$ cat config.mk
export PLATFORM = sky130hd
export DESIGN_NAME = axi_master_arbiter
export DESIGN_NICKNAME = d
export VERILOG_FILES = /design/src/rtl/axi_master_arbiter.sv
export SDC_FILE = /design/constraint.sdc
export NUM_CORES = 1
export LEC_CHECK = 0
export BUFFER_PORTS_ARGS = -buffer_cell sky130_fd_sc_hd__buf_2
export CORE_AREA = 2 2 144 146
export DETAILED_ROUTE_END_ITERATION = 7
export DIE_AREA = 0 0 146 148
export GPL_TIMING_DRIVEN = 0
export SLEW_MARGIN = 5
export SYNTH_ARGS = -nofsm -noshare
export SYNTH_HDL_FRONTEND = slang
export SYNTH_SLANG_ARGS = --single-unit
$ cat constraint.sdc
create_clock -name clock -period 2.5 [get_ports clock]
set_input_delay 0.5 -clock clock [delete_from_list [all_inputs] [get_ports clock]]
set_output_delay 0.5 -clock clock [all_outputs]
set_load 0.01 [all_outputs]
$ cat src/rtl/axi_master_arbiter.sv
// Single-outstanding AXI4 master shared by an IFU read port and an LSU read/write port.
// Each accepted request is captured, issued as one single-beat burst, and answered through a registered response.
module axi_master_arbiter #(
  parameter int ADDR_W   = 32,
  parameter int DATA_W   = 32,
  parameter int ID_W     = 4,
  parameter int IFU_ID   = 0,
  parameter int LSU_ID   = 1,
  parameter int ARB_MODE = 0
) (
  input  logic                clock,
  input  logic                reset,

  input  logic                ifu_req_valid,
  output logic                ifu_req_ready,
  input  logic [ADDR_W-1:0]   ifu_addr,
  output logic                ifu_resp_valid,
  input  logic                ifu_resp_ready,
  output logic [DATA_W-1:0]   ifu_rdata,
  output logic                ifu_resp_err,

  input  logic                lsu_req_valid,
  output logic                lsu_req_ready,
  input  logic                lsu_wen,
  input  logic [ADDR_W-1:0]   lsu_addr,
  input  logic [DATA_W-1:0]   lsu_wdata,
  input  logic [DATA_W/8-1:0] lsu_wstrb,
  input  logic [2:0]          lsu_size,
  output logic                lsu_resp_valid,
  input  logic                lsu_resp_ready,
  output logic [DATA_W-1:0]   lsu_rdata,
  output logic                lsu_resp_err,

  output logic                io_master_aw_valid,
  input  logic                io_master_aw_ready,
  output logic [ADDR_W-1:0]   io_master_aw_addr,
  output logic [ID_W-1:0]     io_master_aw_id,
  output logic [7:0]          io_master_aw_len,
  output logic [2:0]          io_master_aw_size,
  output logic [1:0]          io_master_aw_burst,

  output logic                io_master_w_valid,
  input  logic                io_master_w_ready,
  output logic [DATA_W-1:0]   io_master_w_data,
  output logic [DATA_W/8-1:0] io_master_w_strb,
  output logic                io_master_w_last,

  input  logic                io_master_b_valid,
  output logic                io_master_b_ready,
  input  logic [1:0]          io_master_b_resp,
  input  logic [ID_W-1:0]     io_master_b_id,

  output logic                io_master_ar_valid,
  input  logic                io_master_ar_ready,
  output logic [ADDR_W-1:0]   io_master_ar_addr,
  output logic [ID_W-1:0]     io_master_ar_id,
  output logic [7:0]          io_master_ar_len,
  output logic [2:0]          io_master_ar_size,
  output logic [1:0]          io_master_ar_burst,

  input  logic                io_master_r_valid,
  output logic                io_master_r_ready,
  input  logic [DATA_W-1:0]   io_master_r_data,
  input  logic [1:0]          io_master_r_resp,
  input  logic                io_master_r_last,
  input  logic [ID_W-1:0]     io_master_r_id
);

  localparam int              STRB_W     = DATA_W / 8;
  localparam logic [2:0]      FULL_SIZE  = (DATA_W == 64) ? 3'd3 : 3'd2;
  localparam logic [ID_W-1:0] IFU_AXI_ID = ID_W'(IFU_ID);
  localparam logic [ID_W-1:0] LSU_AXI_ID = ID_W'(LSU_ID);
  localparam bit              LSU_FIXED  = (ARB_MODE == 1);

  typedef enum logic [2:0] {
    IDLE    = 3'd0,
    RD_AR   = 3'd1,
    RD_R    = 3'd2,
    WR_AW_W = 3'd3,
    WR_B    = 3'd4,
    RESP    = 3'd5
  } state_t;

  state_t              state_reg;
  logic                owner_lsu_reg;
  logic                last_lsu_reg;
  logic [ADDR_W-1:0]   addr_reg;
  logic [DATA_W-1:0]   wdata_reg;
  logic [STRB_W-1:0]   wstrb_reg;
  logic [2:0]          size_reg;
  logic                arvalid_reg;
  logic                awvalid_reg;
  logic                wvalid_reg;
  logic                aw_done_reg;
  logic                w_done_reg;
  logic                bready_reg;
  logic                rready_reg;
  logic                ifu_resp_valid_reg;
  logic                lsu_resp_valid_reg;
  logic                ifu_err_reg;
  logic                lsu_err_reg;
  logic [DATA_W-1:0]   rdata_reg;

  logic                grant_lsu;
  logic                grant_ifu;
  logic                accept_open;
  logic [ID_W-1:0]     owner_id;
  logic                r_err;
  logic                b_err;
  logic                aw_hs;
  logic                w_hs;
  logic                aw_fin;
  logic                w_fin;
  logic                resp_hs;

  // last_lsu_reg = 0 means the IFU was granted last, so the LSU wins the next tie.
  assign grant_lsu   = lsu_req_valid && (LSU_FIXED || !ifu_req_valid || !last_lsu_reg);
  assign grant_ifu   = ifu_req_valid && !grant_lsu;
  assign accept_open = (state_reg == IDLE) && !reset;

  assign ifu_req_ready = accept_open && grant_ifu;
  assign lsu_req_ready = accept_open && grant_lsu;

  assign owner_id = owner_lsu_reg ? LSU_AXI_ID : IFU_AXI_ID;
  assign r_err    = (io_master_r_resp != 2'b00) || (io_master_r_id != owner_id) || !io_master_r_last;
  assign b_err    = (io_master_b_resp != 2'b00) || (io_master_b_id != LSU_AXI_ID);

  assign aw_hs   = awvalid_reg && io_master_aw_ready;
  assign w_hs    = wvalid_reg && io_master_w_ready;
  assign aw_fin  = aw_done_reg || aw_hs;
  assign w_fin   = w_done_reg || w_hs;
  assign resp_hs = (ifu_resp_valid_reg && ifu_resp_ready) || (lsu_resp_valid_reg && lsu_resp_ready);

  always_ff @(posedge clock) begin
    if (reset) begin
      state_reg          <= IDLE;
      owner_lsu_reg      <= 1'b0;
      last_lsu_reg       <= 1'b0;
      addr_reg           <= '0;
      wdata_reg          <= '0;
      wstrb_reg          <= '0;
      size_reg           <= 3'd0;
      arvalid_reg        <= 1'b0;
      awvalid_reg        <= 1'b0;
      wvalid_reg         <= 1'b0;
      aw_done_reg        <= 1'b0;
      w_done_reg         <= 1'b0;
      bready_reg         <= 1'b0;
      rready_reg         <= 1'b0;
      ifu_resp_valid_reg <= 1'b0;
      lsu_resp_valid_reg <= 1'b0;
      ifu_err_reg        <= 1'b0;
      lsu_err_reg        <= 1'b0;
      rdata_reg          <= '0;
    end else begin
      case (state_reg)
        IDLE: begin
          if (ifu_req_ready) begin
            owner_lsu_reg <= 1'b0;
            last_lsu_reg  <= 1'b0;
            addr_reg      <= ifu_addr;
            size_reg      <= FULL_SIZE;
            arvalid_reg   <= 1'b1;
            state_reg     <= RD_AR;
          end else if (lsu_req_ready) begin
            owner_lsu_reg <= 1'b1;
            last_lsu_reg  <= 1'b1;
            addr_reg      <= lsu_addr;
            wdata_reg     <= lsu_wdata;
            wstrb_reg     <= lsu_wstrb;
            size_reg      <= lsu_size;
            if (lsu_wen) begin
              awvalid_reg <= 1'b1;
              wvalid_reg  <= 1'b1;
              aw_done_reg <= 1'b0;
              w_done_reg  <= 1'b0;
              state_reg   <= WR_AW_W;
            end else begin
              arvalid_reg <= 1'b1;
              state_reg   <= RD_AR;
            end
          end
        end

        RD_AR: begin
          if (io_master_ar_ready) begin
            arvalid_reg <= 1'b0;
            rready_reg  <= 1'b1;
            state_reg   <= RD_R;
          end
        end

        RD_R: begin
          if (io_master_r_valid) begin
            rready_reg <= 1'b0;
            rdata_reg  <= io_master_r_data;
            if (owner_lsu_reg) begin
              lsu_resp_valid_reg <= 1'b1;
              lsu_err_reg        <= r_err;
            end else begin
              ifu_resp_valid_reg <= 1'b1;
              ifu_err_reg        <= r_err;
            end
            state_reg <= RESP;
          end
        end

        // AW and W complete independently; the flags remember whichever finished first.
        WR_AW_W: begin
          if (aw_hs) begin
            awvalid_reg <= 1'b0;
            aw_done_reg <= 1'b1;
          end
          if (w_hs) begin
            wvalid_reg <= 1'b0;
            w_done_reg <= 1'b1;
          end
          if (aw_fin && w_fin) begin
            aw_done_reg <= 1'b0;
            w_done_reg  <= 1'b0;
            bready_reg  <= 1'b1;
            state_reg   <= WR_B;
          end
        end

        WR_B: begin
          if (io_master_b_valid) begin
            bready_reg         <= 1'b0;
            rdata_reg          <= '0;
            lsu_resp_valid_reg <= 1'b1;
            lsu_err_reg        <= b_err;
            state_reg          <= RESP;
          end
        end

        RESP: begin
          if (resp_hs) begin
            ifu_resp_valid_reg <= 1'b0;
            lsu_resp_valid_reg <= 1'b0;
            state_reg          <= IDLE;
          end
        end

        default: state_reg <= IDLE;
      endcase
    end
  end

  assign ifu_resp_valid = ifu_resp_valid_reg;
  assign ifu_rdata      = rdata_reg;
  assign ifu_resp_err   = ifu_err_reg;
  assign lsu_resp_valid = lsu_resp_valid_reg;
  assign lsu_rdata      = rdata_reg;
  assign lsu_resp_err   = lsu_err_reg;

  assign io_master_aw_valid = awvalid_reg;
  assign io_master_aw_addr  = addr_reg;
  assign io_master_aw_id    = LSU_AXI_ID;
  assign io_master_aw_len   = 8'd0;
  assign io_master_aw_size  = size_reg;
  assign io_master_aw_burst = 2'b01;

  assign io_master_w_valid = wvalid_reg;
  assign io_master_w_data  = wdata_reg;
  assign io_master_w_strb  = wstrb_reg;
  assign io_master_w_last  = wvalid_reg;

  assign io_master_b_ready = bready_reg;

  assign io_master_ar_valid = arvalid_reg;
  assign io_master_ar_addr  = addr_reg;
  assign io_master_ar_id    = owner_id;
  assign io_master_ar_len   = 8'd0;
  assign io_master_ar_size  = size_reg;
  assign io_master_ar_burst = 2'b01;

  assign io_master_r_ready = rready_reg;

endmodule

-- Word level (Yosys, flattened, before mapping)
Cells that the tools add are included.
- output and inout bits: 210
- bits of input ports: 160
- register bits after elaboration: 118
- logic and storage cells: 149
- reductions and logical operators: 48
- muxes and demuxes: 58
- equality and inequality tests: 23
- bitwise logic cells: 2
- operators with widths (operator ; count):
    32-bit two-way mux ; 4
    32-bit case mux with 2 select lines ; 1
    1-bit two-way mux ; 32
    3-bit two-way mux ; 9
    5-bit AND reduction ; 5
    2-bit inequality test, second input constant ; 12
    1-bit case mux with 2 select lines ; 9
    3-bit case mux with 6 select lines ; 1
    2-bit nonzero test ; 9
    3-bit AND reduction ; 5
    3-bit inequality test, second input constant ; 4
    4-bit AND reduction ; 3
    1-bit logical AND ; 10
    1-bit logical OR ; 7
    3-bit by 2-bit equality test with 1-bit output, second input constant ; 2
    3-bit equality test, second input constant ; 2
    6-bit AND reduction ; 1
    1-bit zero test ; 5
    4-bit by 1-bit inequality test with 1-bit output ; 1
    4-bit by 1-bit inequality test with 1-bit output, second input constant ; 1
    3-bit by 1-bit equality test with 1-bit output, second input constant ; 1
    3-bit zero test ; 1
    1-bit case mux with 3 select lines ; 1
    3-bit nonzero test ; 1
    3 further kinds ; 4

-- Depth between registers and ports, before layout
Gate-level depths: netlist (run 1).
- depth in word-level cells: 8
- depth in mapped cells: 7
- depth with buffers taken out: 5

-- Least setup slack after synthesis (run 1)
OpenSTA, ideal clock, no wires.
- path kind: register to output
- from: register state_reg[2]
- to: output ifu_req_ready
- arrival time: 1269 ps
- required time: 2000 ps
- cell stages (with the launch flop): 7
- setup slack: 731 ps
- path buffers: 3
- path through: dfxtp_1 -> buf_2 -> nor3_4 -> nand4_1 -> buf_2 -> buf_2 -> inv_1
- word-level cells in the longest chain between the ends: 3
- RTL lines (item ; RTL line ; text):
    start, declared ; 84 ; state_t state_reg;
    start signal, assigned ; 136 ; state_reg <= IDLE;
    start signal, assigned ; 164 ; state_reg <= RD_AR;
    start signal, assigned ; 177 ; state_reg <= WR_AW_W;
    3-bit zero test ; 119 ; assign accept_open = (state_reg == IDLE) && !reset;
    1-bit logical AND ; 119 ;
    1-bit logical AND ; 121 ; assign ifu_req_ready = accept_open && grant_ifu;
    end, declared ; 15 ; output logic ifu_req_ready,
Every way passes these cells.

-- Worst setup path after layout (run 1)
- from: register state_reg[2]
- to: output lsu_req_ready
- word-level cells in the longest chain between the ends: 3
- RTL lines (item ; RTL line ; text):
    3-bit zero test ; 119 ;
    1-bit logical AND ; 119 ;
    1-bit logical AND ; 122 ; assign lsu_req_ready = accept_open && grant_lsu;
    end, declared ; 23 ; output logic lsu_req_ready,
Every way passes these cells.

==> summary.txt, run 1 <==
Timing
  • Worst Clk Skew: 0.0128 ns
  • Fmax achieved: 0.425 GHz
  • Final period demand of the worst path: 2.35 ns
  • Slew HR: 0.468
  • RSZ-0062 raised after global routing: false
  • Final hold vios: 0
  • Final Setup Violations: 0
  • Worst slew pin tran: 0.797 ns
  • Final setup TNS: 0 ns
  • Fin crit share: 0.941
  • Max-slew violations: 0

Logic synthesis
  • Ys async rst share: 0
  • Netlist cell types: 50
  • EDFF count, synth: 0
  • Synthesis Warnings: 0
  • Gate Count Post-Synth: 660
  • Top cells by area, synth: dfxtp_1 43%, buf_4 14%, nand2_1 10%
  • Avg Inst Size Synth: 8.34 µm²
  • Synth Flop Type: dfxtp_1
  • Synth top area share: 0.429
  • Post-synth design cell area: 5500 µm²
  • Leading area contributor after synthesis: dfxtp_1
  • Seq/Total Area, Yosys: 0.429
  • Synthesized flop and latch total: 118

Final layout
  • Share of cells above drive strength 1: 0.487
  • Final net count: 1209
  • Area delta synth->final: 50.4%
  • Final core utilization: 0.413
  • N_diodes: 0
  • Fin area: 8280 µm²

Die
  • IO Pins: 370
  • Initial Utilization: 0.275
  • Die Footprint: 21600 µm²
  • Chip Height: 148 µm
  • Core area: 20000 µm²
  • Die Span X: 146 µm
  • Rows: 52

Run
  • Max_cap viols: 0

Pwr
  • Switching share of power: 0.356
  • Power, Total: 0.00782 W
  • Clock power frac: 0.314
  • Comb pwr share: 0.360
  • Cell internal pwr: 0.00504 W
  • Sequential Power Share: 0.327
  • Leakage: 4.33 nW
  • Sw power: 0.00279 W
  • PwrDens: 946 nW/µm²
  • Max VDD drop: 0.000426 V

Detailed routing
  • Metal1 wirelength: 8870 µm
  • Antenna viol nets, final: 0
  • First DRT Iteration DRCs: 307
  • Drt pass-1 iters: 4
  • Max Used Layer: met4
  • Via count: 5817
  • Met2 wire len: 9520 µm
  • Wire length on met3: 1270 µm
  • Residual DRC count: 0
  • WL final: 19900 µm
  • Routed len/inst: 15.0 µm
  • Vias/cell: 4.37

Placed design
  • # port buffers: 342
  • Placed Instance Area: 7650 µm²
  • GPL Wtd Cong: 0.842
  • Post-DP HPWL: 15500 µm

Worst setup path
  • CP startpoint kind: register
  • Crit. End Element: primary output
  • Worst endpoint required time: 2.00 ns
  • CP max FO: 10
  • CP arrival: 1.85 ns
  • Critical path type: reg2out

Clocking
  • Post-cts hold buffer count: 0
  • Clock Tree Buf Depth: 2
  • Clk Tree Root Cell: clkbuf_16
  • Cts bufs inserted: 17
  • Worst-path clk slew: 0.06 ns
  • CTS Sinks: 118
  • Htree depth: 4
  • Clk Latency, worst-skew pair: 0.42 ns
  • CTS tree: yes

Global route
  • Number of global-route vias before repair: 5344
  • First-pass GRT wire length: 29900 µm
  • All-Layer GR Usage: 0.176
  • Initial antenna violation count: 0
  • Largest net degree at the start of global routing: 17
  • Total gr overflow: 0

Worst hold path
  • Hold Path Class: in2reg

Run status
  • Status: complete, no violations
==> worst max-delay path: stages, from the launching register on <==
cell     delay [ns]
dfxtp_1        0.29
buf_2          0.17
nor3_4         0.30
nand3_4        0.16
inv_6          0.14
buf_2          0.22
buf_2          0.16
==> power groups by stage <==
stage                     clock (W)  sequential [W]  combinational (W)
final                       0.00245         0.00256            0.00282
after global placement            0         0.00258            0.00276
after global routing        0.00259         0.00261            0.00308
after CTS                   0.00250         0.00255            0.00280
after floorplan                   0         0.00271            0.00156
after detailed placement          0         0.00259            0.00278
==> cell usage in the layout, fill, tap and decap left out, types with 3 or more instances in the layout <==
cell type | Yosys | layout
a311oi_1 | 12 | 12
a21oi_1 | 9 | 9
dfxtp_1 | 118 | 118
inv_1 | 3 | 3
nand4b_1 | 3 | 3
nand2_1 | 149 | 149
buf_2 | 14 | 354
clkbuf_1 | 25 | 26
buf_1 | 3 | 3
inv_6 | 0 | 5
nand4_1 | 3 | 3
buf_4 | 100 | 104
nor2_1 | 70 | 70
nand3_1 | 37 | 37
clkbuf_16 | 0 | 17
nand2b_1 | 4 | 4
a22oi_1 | 34 | 34
a311oi_2 | 20 | 20
o21ai_0 | 4 | 4
a31oi_1 | 3 | 3
clkinvlp_4 | 0 | 5
conb_1 | 2 | 27
nor4b_1 | 4 | 4
nor3_1 | 5 | 5
==> path summary, 6_finish.rpt <==
kind | startpoint | end | slack [ns] | depth (start not counted)
setup / recovery | state_reg[2]$_SDFFE_PP0P_ | lsu_req_ready | 0.15 | 6
hold / removal | lsu_wdata[27] | io_master_w_data[27]$_SDFFE_PP0P_ | 0.26 | 3
setup reg to reg | last_lsu_reg$_SDFFE_PP0P_ | io_master_ar_addr[29]$_SDFFE_PP0P_ | 0.35 | 6
hold reg to reg | io_master_w_data[18]$_SDFFE_PP0P_ | io_master_w_data[18]$_SDFFE_PP0P_ | 0.45 | 2
==> cell type report <==
type                       count  area (µm²)
clock inverter                13         146
clock buffer                  19         443
timing repair buffer         346        1740
multi-input combinational    419        2290
sequential                   118        2360
buffer                       142         935
fill                        2102       11800
tap                          270         338
inverter                       5        23.8
==> cell usage after synthesis, types with 2 or more instances <==
| library cell | number |
|---|---|
| nor3_1 | 5 |
| buf_2 | 14 |
| a31oi_1 | 3 |
| a311oi_1 | 12 |
| nand3_1 | 37 |
| a221oi_1 | 2 |
| conb_1 | 2 |
| nand3b_1 | 2 |
| o21ai_0 | 4 |
| a22oi_1 | 34 |
| nand4_1 | 3 |
| nor3b_1 | 2 |
| mux2i_1 | 2 |
| nor4b_1 | 4 |
| a21oi_1 | 9 |
| a41oi_1 | 2 |
| buf_4 | 100 |
| nand2_1 | 149 |
| nand2b_1 | 4 |
| o211ai_1 | 2 |
| dfxtp_1 | 118 |
| and3b_1 | 2 |
| buf_1 | 3 |
| a311oi_2 | 20 |
| a211oi_1 | 2 |
| nor2_1 | 70 |
| nand4b_1 | 3 |
| nor2b_1 | 2 |
| clkbuf_1 | 25 |
| inv_1 | 3 |
==> cells by family after synthesis <==
group,synth area share
other,0.00136
and+or+nand+nor,0.228
muxes,0.00364
buffers and inverters,0.174
DFF,0.429
xor gates and xnor gates,0.00159
AOI/OAI and AO/OA,0.163
==> metrics by stage <==
step	worst slack [ns]	hold WS, ns	cells
after global routing	0.0130	0.254	1332
after detailed placement	0.0287	0.442	1297
after CTS	0.00193	0.246	1330
after floorplan	0.731	0.478	685
final	0.148	0.264	1332
after global placement	0.00293	0.439	1297
==> metal layers <==
| layer | up-vias | track usage |
|---|---|---|
| li1 | 2912 | - |
| met1 | 2665 | 0.232 |
| met2 | 221 | 0.287 |
| met3 | 19 | 0.0432 |
| met4 | 0 | 0.0500 |
| met5 | - | 0 |
==> repair_timing <==
item | CTS | global route
gates resized for setup | 3 | 1
pin swaps | 3 | 2
endpoints found under the setup margin | 2 | 2
setup buffers | 1 | 3
No activity file was read; power rests on OpenSTA's default activity.
==> inputs of run 2 (changes only) <==
--- a/config.mk
+++ b/config.mk
@@ -5,11 +5,12 @@
 export SDC_FILE = /design/constraint.sdc
 export NUM_CORES = 1
 export LEC_CHECK = 0
-export BUFFER_PORTS_ARGS = -buffer_cell sky130_fd_sc_hd__buf_2
+export BUFFER_PORTS_ARGS = -buffer_cell sky130_fd_sc_hd__clkbuf_2
 export CORE_AREA = 2 2 144 146
 export DETAILED_ROUTE_END_ITERATION = 7
 export DIE_AREA = 0 0 146 148
 export GPL_TIMING_DRIVEN = 0
+export PLACE_DENSITY = 0.66
 export SLEW_MARGIN = 5
 export SYNTH_ARGS = -nofsm -noshare
 export SYNTH_HDL_FRONTEND = slang
==> summary.txt, run 2 (same netlist as run 1, synthesis figures left out) <==
Run status
  • Status: complete, no violations

Final layout
  • Area delta synth->final: 50.1%
  • Final net count: 1209
  • Final core utilization: 0.412
  • N_diodes: 0
  • Share of cells above drive strength 1: 0.484
  • Commonest cells after routing, fill and taps aside: 342 x clkbuf_2, 149 x nand2_1, 118 x dfxtp_1, 106 x buf_4, 70 x nor2_1
  • Fillers: 2129
  • Commonest non-fill, non-tap cell in the layout: clkbuf_2

Worst setup path
  • Worst endpoint required time: 2.00 ns
  • Crit. End Element: primary output
  • CP max FO: 10
  • CP max-delay cell: nor3_4
  • Critical path type: reg2out
  • Crit-path cells: buf_2 > nor3_4 > nand3_4 > inv_8 > buf_4 > clkbuf_2
  • CP arrival: 1.86 ns
  • Bufs and invs on worst path: 4
  • CP max stage delay: 0.33 ns
  • Largest delay share family, worst path: buffers and inverters
  • CP startpoint kind: register

Pwr
  • Cell internal pwr: 0.00503 W
  • PwrDens: 936 nW/µm²
  • Sw power: 0.00270 W
  • Switching share of power: 0.350
  • Clock power frac: 0.306
  • Sequential Power Share: 0.333
  • Max VDD drop: 0.000444 V
  • Comb pwr share: 0.361
  • Leakage: 4.23 nW

Global route
  • Met3 usage: 0.0491
  • First-pass GRT wire length: 29200 µm
  • All-Layer GR Usage: 0.169
  • Total gr overflow: 0
  • Initial antenna violation count: 0
  • Number of global-route vias before repair: 5281
  • GRT Max-Usage Layer: met2
  • Largest net degree at the start of global routing: 20
  • Met1 Use GR: 0.217
  • Routing usage on met2: 0.282

Die
  • Die Footprint: 21600 µm²
  • Rows: 52
  • Die Span X: 146 µm
  • Core area: 20000 µm²
  • IO Pins: 370
  • Initial Utilization: 0.275
  • Chip Height: 148 µm

Detailed routing
  • Routed len/inst: 14.5 µm
  • First DRT Iteration DRCs: 317
  • Antenna viol nets, final: 0
  • Drt pass-1 iters: 4
  • Via count: 5904
  • Vias/cell: 4.44
  • Residual DRC count: 0
  • WL final: 19300 µm

Timing
  • Worst slew pin tran: 0.755 ns
  • Final Setup Violations: 0
  • Final period demand of the worst path: 2.36 ns
  • Worst Clk Skew: 0.00972 ns
  • Final hold vios: 0
  • Slew HR: 0.497
  • Max-slew violations: 0
  • RSZ-0062 raised after global routing: false
  • Fmax achieved: 0.424 GHz
  • Fin crit share: 0.944
  • WHS: 0.279 ns

Run
  • Max_cap viols: 0

Clocking
  • Htree depth: 4
  • CTS tree: yes
  • Cts bufs inserted: 17
  • Clk Latency, worst-skew pair: 0.40 ns
  • CTS Sinks: 118
  • Clk Tree Root Cell: clkbuf_16
  • Clock Tree Buf Depth: 2
  • Worst-path clk slew: 0.06 ns

Placed design
  • GPL Wtd Cong: 0.808
  • # port buffers: 342
  • Post-DP HPWL: 15300 µm

Worst hold path
  • Hold Path Class: in2reg
## run 2: worst paths after layout
kind / start / endpoint / slack (ns) / cells past startpoint
setup reg to reg: last_lsu_reg$_SDFFE_PP0P_ / io_master_ar_addr[29]$_SDFFE_PP0P_ / 0.47 / 5
hold reg to reg: io_master_w_data[10]$_SDFFE_PP0P_ / io_master_w_data[10]$_SDFFE_PP0P_ / 0.45 / 2
setup / recovery: state_reg[2]$_SDFFE_PP0P_ / lsu_req_ready / 0.14 / 6
hold / removal: lsu_wdata[22] / io_master_w_data[22]$_SDFFE_PP0P_ / 0.28 / 3
## run 2: per-layer routing
| layer | vias to the layer above | wire [µm] |
|---|---|---|
| met3 | 13 | 1390 |
| met4 | 0 | 233 |
| met5 | - | 0 |
| met2 | 231 | 9380 |
| met1 | 2746 | 8260 |
| li1 | 2914 | - |
## run 2: worst register-to-register path, cell delays in order, from the launching register on
cell      delay, ns
dfxtp_1        0.54
nand2_1        0.19
nand3_4        0.22
clkbuf_1       0.58
nand2_1        0.11
a311oi_1       0.29
## run 2: through the flow
step / TNS, ns / cells / power, W / instance area (µm²) / setup slack, ns
after detailed placement: -0.0247 / 1297 / 0.00538 / 7650 / -0.0247
after global routing: 0 / 1331 / 0.00820 / 8260 / 0.0124
after CTS: 0 / 1328 / 0.00780 / 8230 / 0.0246
after global placement: -0.0272 / 1297 / 0.00535 / 7650 / -0.0272
after floorplan: 0 / 685 / 0.00427 / 5600 / 0.731
final: 0 / 1331 / 0.00773 / 8260 / 0.140
## run 2: area by class of cell
cell class                      count  area, µm²  area share
Inverter                            5       26.3     0.00318
Buffer                            142        937       0.113
Tap cell                          270        338      0.0409
Sequential cell                   118       2360       0.286
Multi-Input combinational cell    419       2290       0.277
Clock inverter                      9        103      0.0124
Timing Repair Buffer              346       1740       0.211
Clock buffer                       22        464      0.0562
## run 2: power by group through the flow
stage                     Sequential (W)  Combinational [W]  Clock [W]
after floorplan                  0.00271            0.00156          0
after global placement           0.00260            0.00275          0
after detailed placement         0.00260            0.00277          0
after CTS                        0.00257            0.00279    0.00244
after global routing             0.00262            0.00305    0.00253
final                            0.00257            0.00279    0.00237
## run 2: what timing repair did
item	4_1_cts	5_1_grt
hold buffers	0	0
setup endpoints to repair	2	2
pin swaps	3	2
gates resized for setup	3	4
setup buffers	1	3
==> inputs of run 3 (changes only) <==
--- a/config.mk
+++ b/config.mk
@@ -10,7 +10,7 @@
 export DETAILED_ROUTE_END_ITERATION = 7
 export DIE_AREA = 0 0 146 148
 export GPL_TIMING_DRIVEN = 0
-export PLACE_DENSITY = 0.66
+export PLACE_DENSITY = 0.64
 export SLEW_MARGIN = 5
 export SYNTH_ARGS = -nofsm -noshare
 export SYNTH_HDL_FRONTEND = slang
==> summary.txt, run 3 (same netlist as run 1, synthesis figures left out) <==
Run status
  • Status: complete, no violations

Global route
  • Initial antenna violation count: 0
  • Number of global-route vias before repair: 5384
  • First-pass GRT wire length: 29300 µm
  • Total gr overflow: 0
  • Largest net degree at the start of global routing: 17
  • All-Layer GR Usage: 0.173

Die
  • Die Footprint: 21600 µm²
  • IO Pins: 370
  • Core area: 20000 µm²
  • Rows: 52
  • Initial Utilization: 0.275
  • Die Span X: 146 µm
  • Chip Height: 148 µm

Worst setup path
  • CP max FO: 10
  • Critical path type: reg2out
  • Most used cell, CP: buf_2
  • Crit path launch: state_reg[1]$_SDFFE_PP0P_
  • Worst endpoint required time: 2.00 ns
  • CP max-delay cell: dfxtp_1
  • Crit-path cells: buf_4 > nor3_4 > nand4_1 > buf_2 > buf_2 > inv_1 > clkbuf_2
  • Largest delay share family, worst path: buffers and inverters
  • CP startpoint kind: register
  • CP max stage delay: 0.29 ns
  • Crit. End Element: primary output
  • Reg2reg start: state_reg[0]$_SDFFE_PP0P_
  • CP arrival: 1.88 ns
  • Bufs and invs on worst path: 5

Timing
  • Max-slew violations: 0
  • Final hold vios: 0
  • Final period demand of the worst path: 2.38 ns
  • Fin crit share: 0.951
  • RSZ-0062 raised after global routing: true
  • Fmax achieved: 0.421 GHz
  • Slew HR: 0.524
  • Worst slew pin tran: 0.715 ns
  • Final Setup Violations: 0
  • Worst Clk Skew: 0.00849 ns

Clocking
  • Htree depth: 4
  • CTS Sinks: 118
  • CTS tree: yes
  • Cts bufs inserted: 17
  • Clk Latency, worst-skew pair: 0.40 ns
  • Clock Tree Buf Depth: 2
  • Worst-path clk slew: 0.05 ns
  • Clk Tree Root Cell: clkbuf_16

Detailed routing
  • Residual DRC count: 0
  • Routed len/inst: 14.6 µm
  • Antenna viol nets, final: 0
  • Vias/cell: 4.36
  • WL final: 19500 µm
  • Drt pass-1 iters: 5
  • Via count: 5808
  • First DRT Iteration DRCs: 343

Placed design
  • # port buffers: 342
  • GPL Wtd Cong: 0.836
  • Post-DP HPWL: 15200 µm
  • Placed insts: 1297

Run
  • Max_cap viols: 0

Final layout
  • Final net count: 1209
  • Share of cells above drive strength 1: 0.486
  • Post-Layout Cell Count: 1332
  • Commonest cells after routing, fill and taps aside: 342 x clkbuf_2, 149 x nand2_1, 117 x dfxtp_1, 104 x buf_4, 70 x nor2_1
  • Commonest non-fill, non-tap cell in the layout: clkbuf_2
  • Area delta synth->final: 50.3%
  • Fillers: 2104
  • N_diodes: 0

Pwr
  • Max VDD drop: 0.000489 V
  • Leakage: 4.24 nW
  • Power, Total: 0.00782 W
  • PwrDens: 945 nW/µm²

Worst hold path
  • Hold Path Class: in2reg
  • Min-Delay Startpoint: lsu_wdata[1]
## run 3: cell count changes in the layout (fill, tap and decap cells not counted)
cell / before / now
buf_2: 11 / 13
buf_4: 106 / 104
clkbuf_8: 2 / 4
clkinv_4: 0 / 1
clkinvlp_4: 3 / 1
dfxtp_1: 118 / 117
dfxtp_2: 0 / 1
inv_6: 0 / 1
inv_8: 1 / 0
## run 3: timing repair
item	in CTS	in global routing
pin swaps	3	0
endpoints found under the hold margin	0	0
setup endpoints to repair	2	2
resized for setup	3	1
hold buffers	0	0
buffers inserted	4	0
## run 3: power breakdown
group | internal (W) | total, W | switching (W) | leakage [nW]
logic | 0.00126 | 0.00282 | 0.00156 | 2.98
clock network | 0.00157 | 0.00242 | 0.000853 | 0.290
registers | 0.00228 | 0.00258 | 0.000302 | 0.964
total | 0.00511 | 0.00782 | 0.00271 | 4.24
## run 3: path summary, 6_finish.rpt
path                                                            to  slack, ns  cells past startpoint
worst max-delay path                                 ifu_req_ready       0.12                      7
worst min-delay path              io_master_w_data[1]$_SDFFE_PP0P_       0.28                      3
worst max register to register  io_master_ar_addr[29]$_SDFFE_PP0P_       0.42                      8
worst min register to register   io_master_w_data[16]$_SDFFE_PP0P_       0.45                      2
## run 3: final cells by class
class                           instances  area [µm²]  area share
Buffer                                142         932       0.113
Clock buffer                           24         492      0.0594
Clock inverter                          8        96.3      0.0116
Inverter                                5        23.8     0.00287
Multi-Input combinational cell        419        2290       0.276
Sequential cell                       118        2360       0.286
Tap cell                              270         338      0.0408
Timing Repair Buffer                  346        1740       0.211
## run 3: stage by stage
step / instance area (µm²) / setup WS (ns) / hold slack [ns] / TNS [ns] / utilization
6_report: 8270 / 0.124 / 0.281 / 0 / 0.413
4_1_cts: 8280 / 0.0181 / 0.256 / 0 / 0.413
3_3_place_gp: 7650 / 0.0220 / 0.441 / 0 / 0.382
5_1_grt: 8270 / -0.0281 / 0.263 / -0.0281 / 0.413
2_1_floorplan: 5600 / 0.731 / 0.478 / 0 / -
3_5_place_dp: 7650 / 0.0198 / 0.444 / 0 / 0.382
## run 3: worst min-delay path: stages
cell and delay (ns):
clkbuf_2 0.07, nand2_1 0.04, nand2_1 0.04
## run 3: per-layer routing
layer	wire length, µm	vias to the layer above	share of wire	global-route usage
li1	-	2907	-	-
met1	8600	2679	0.44	0.222
met2	9420	211	0.48	0.288
met3	1300	11	0.067	0.0472
met4	195	0	0.010	0.0442
met5	0	-	0	0
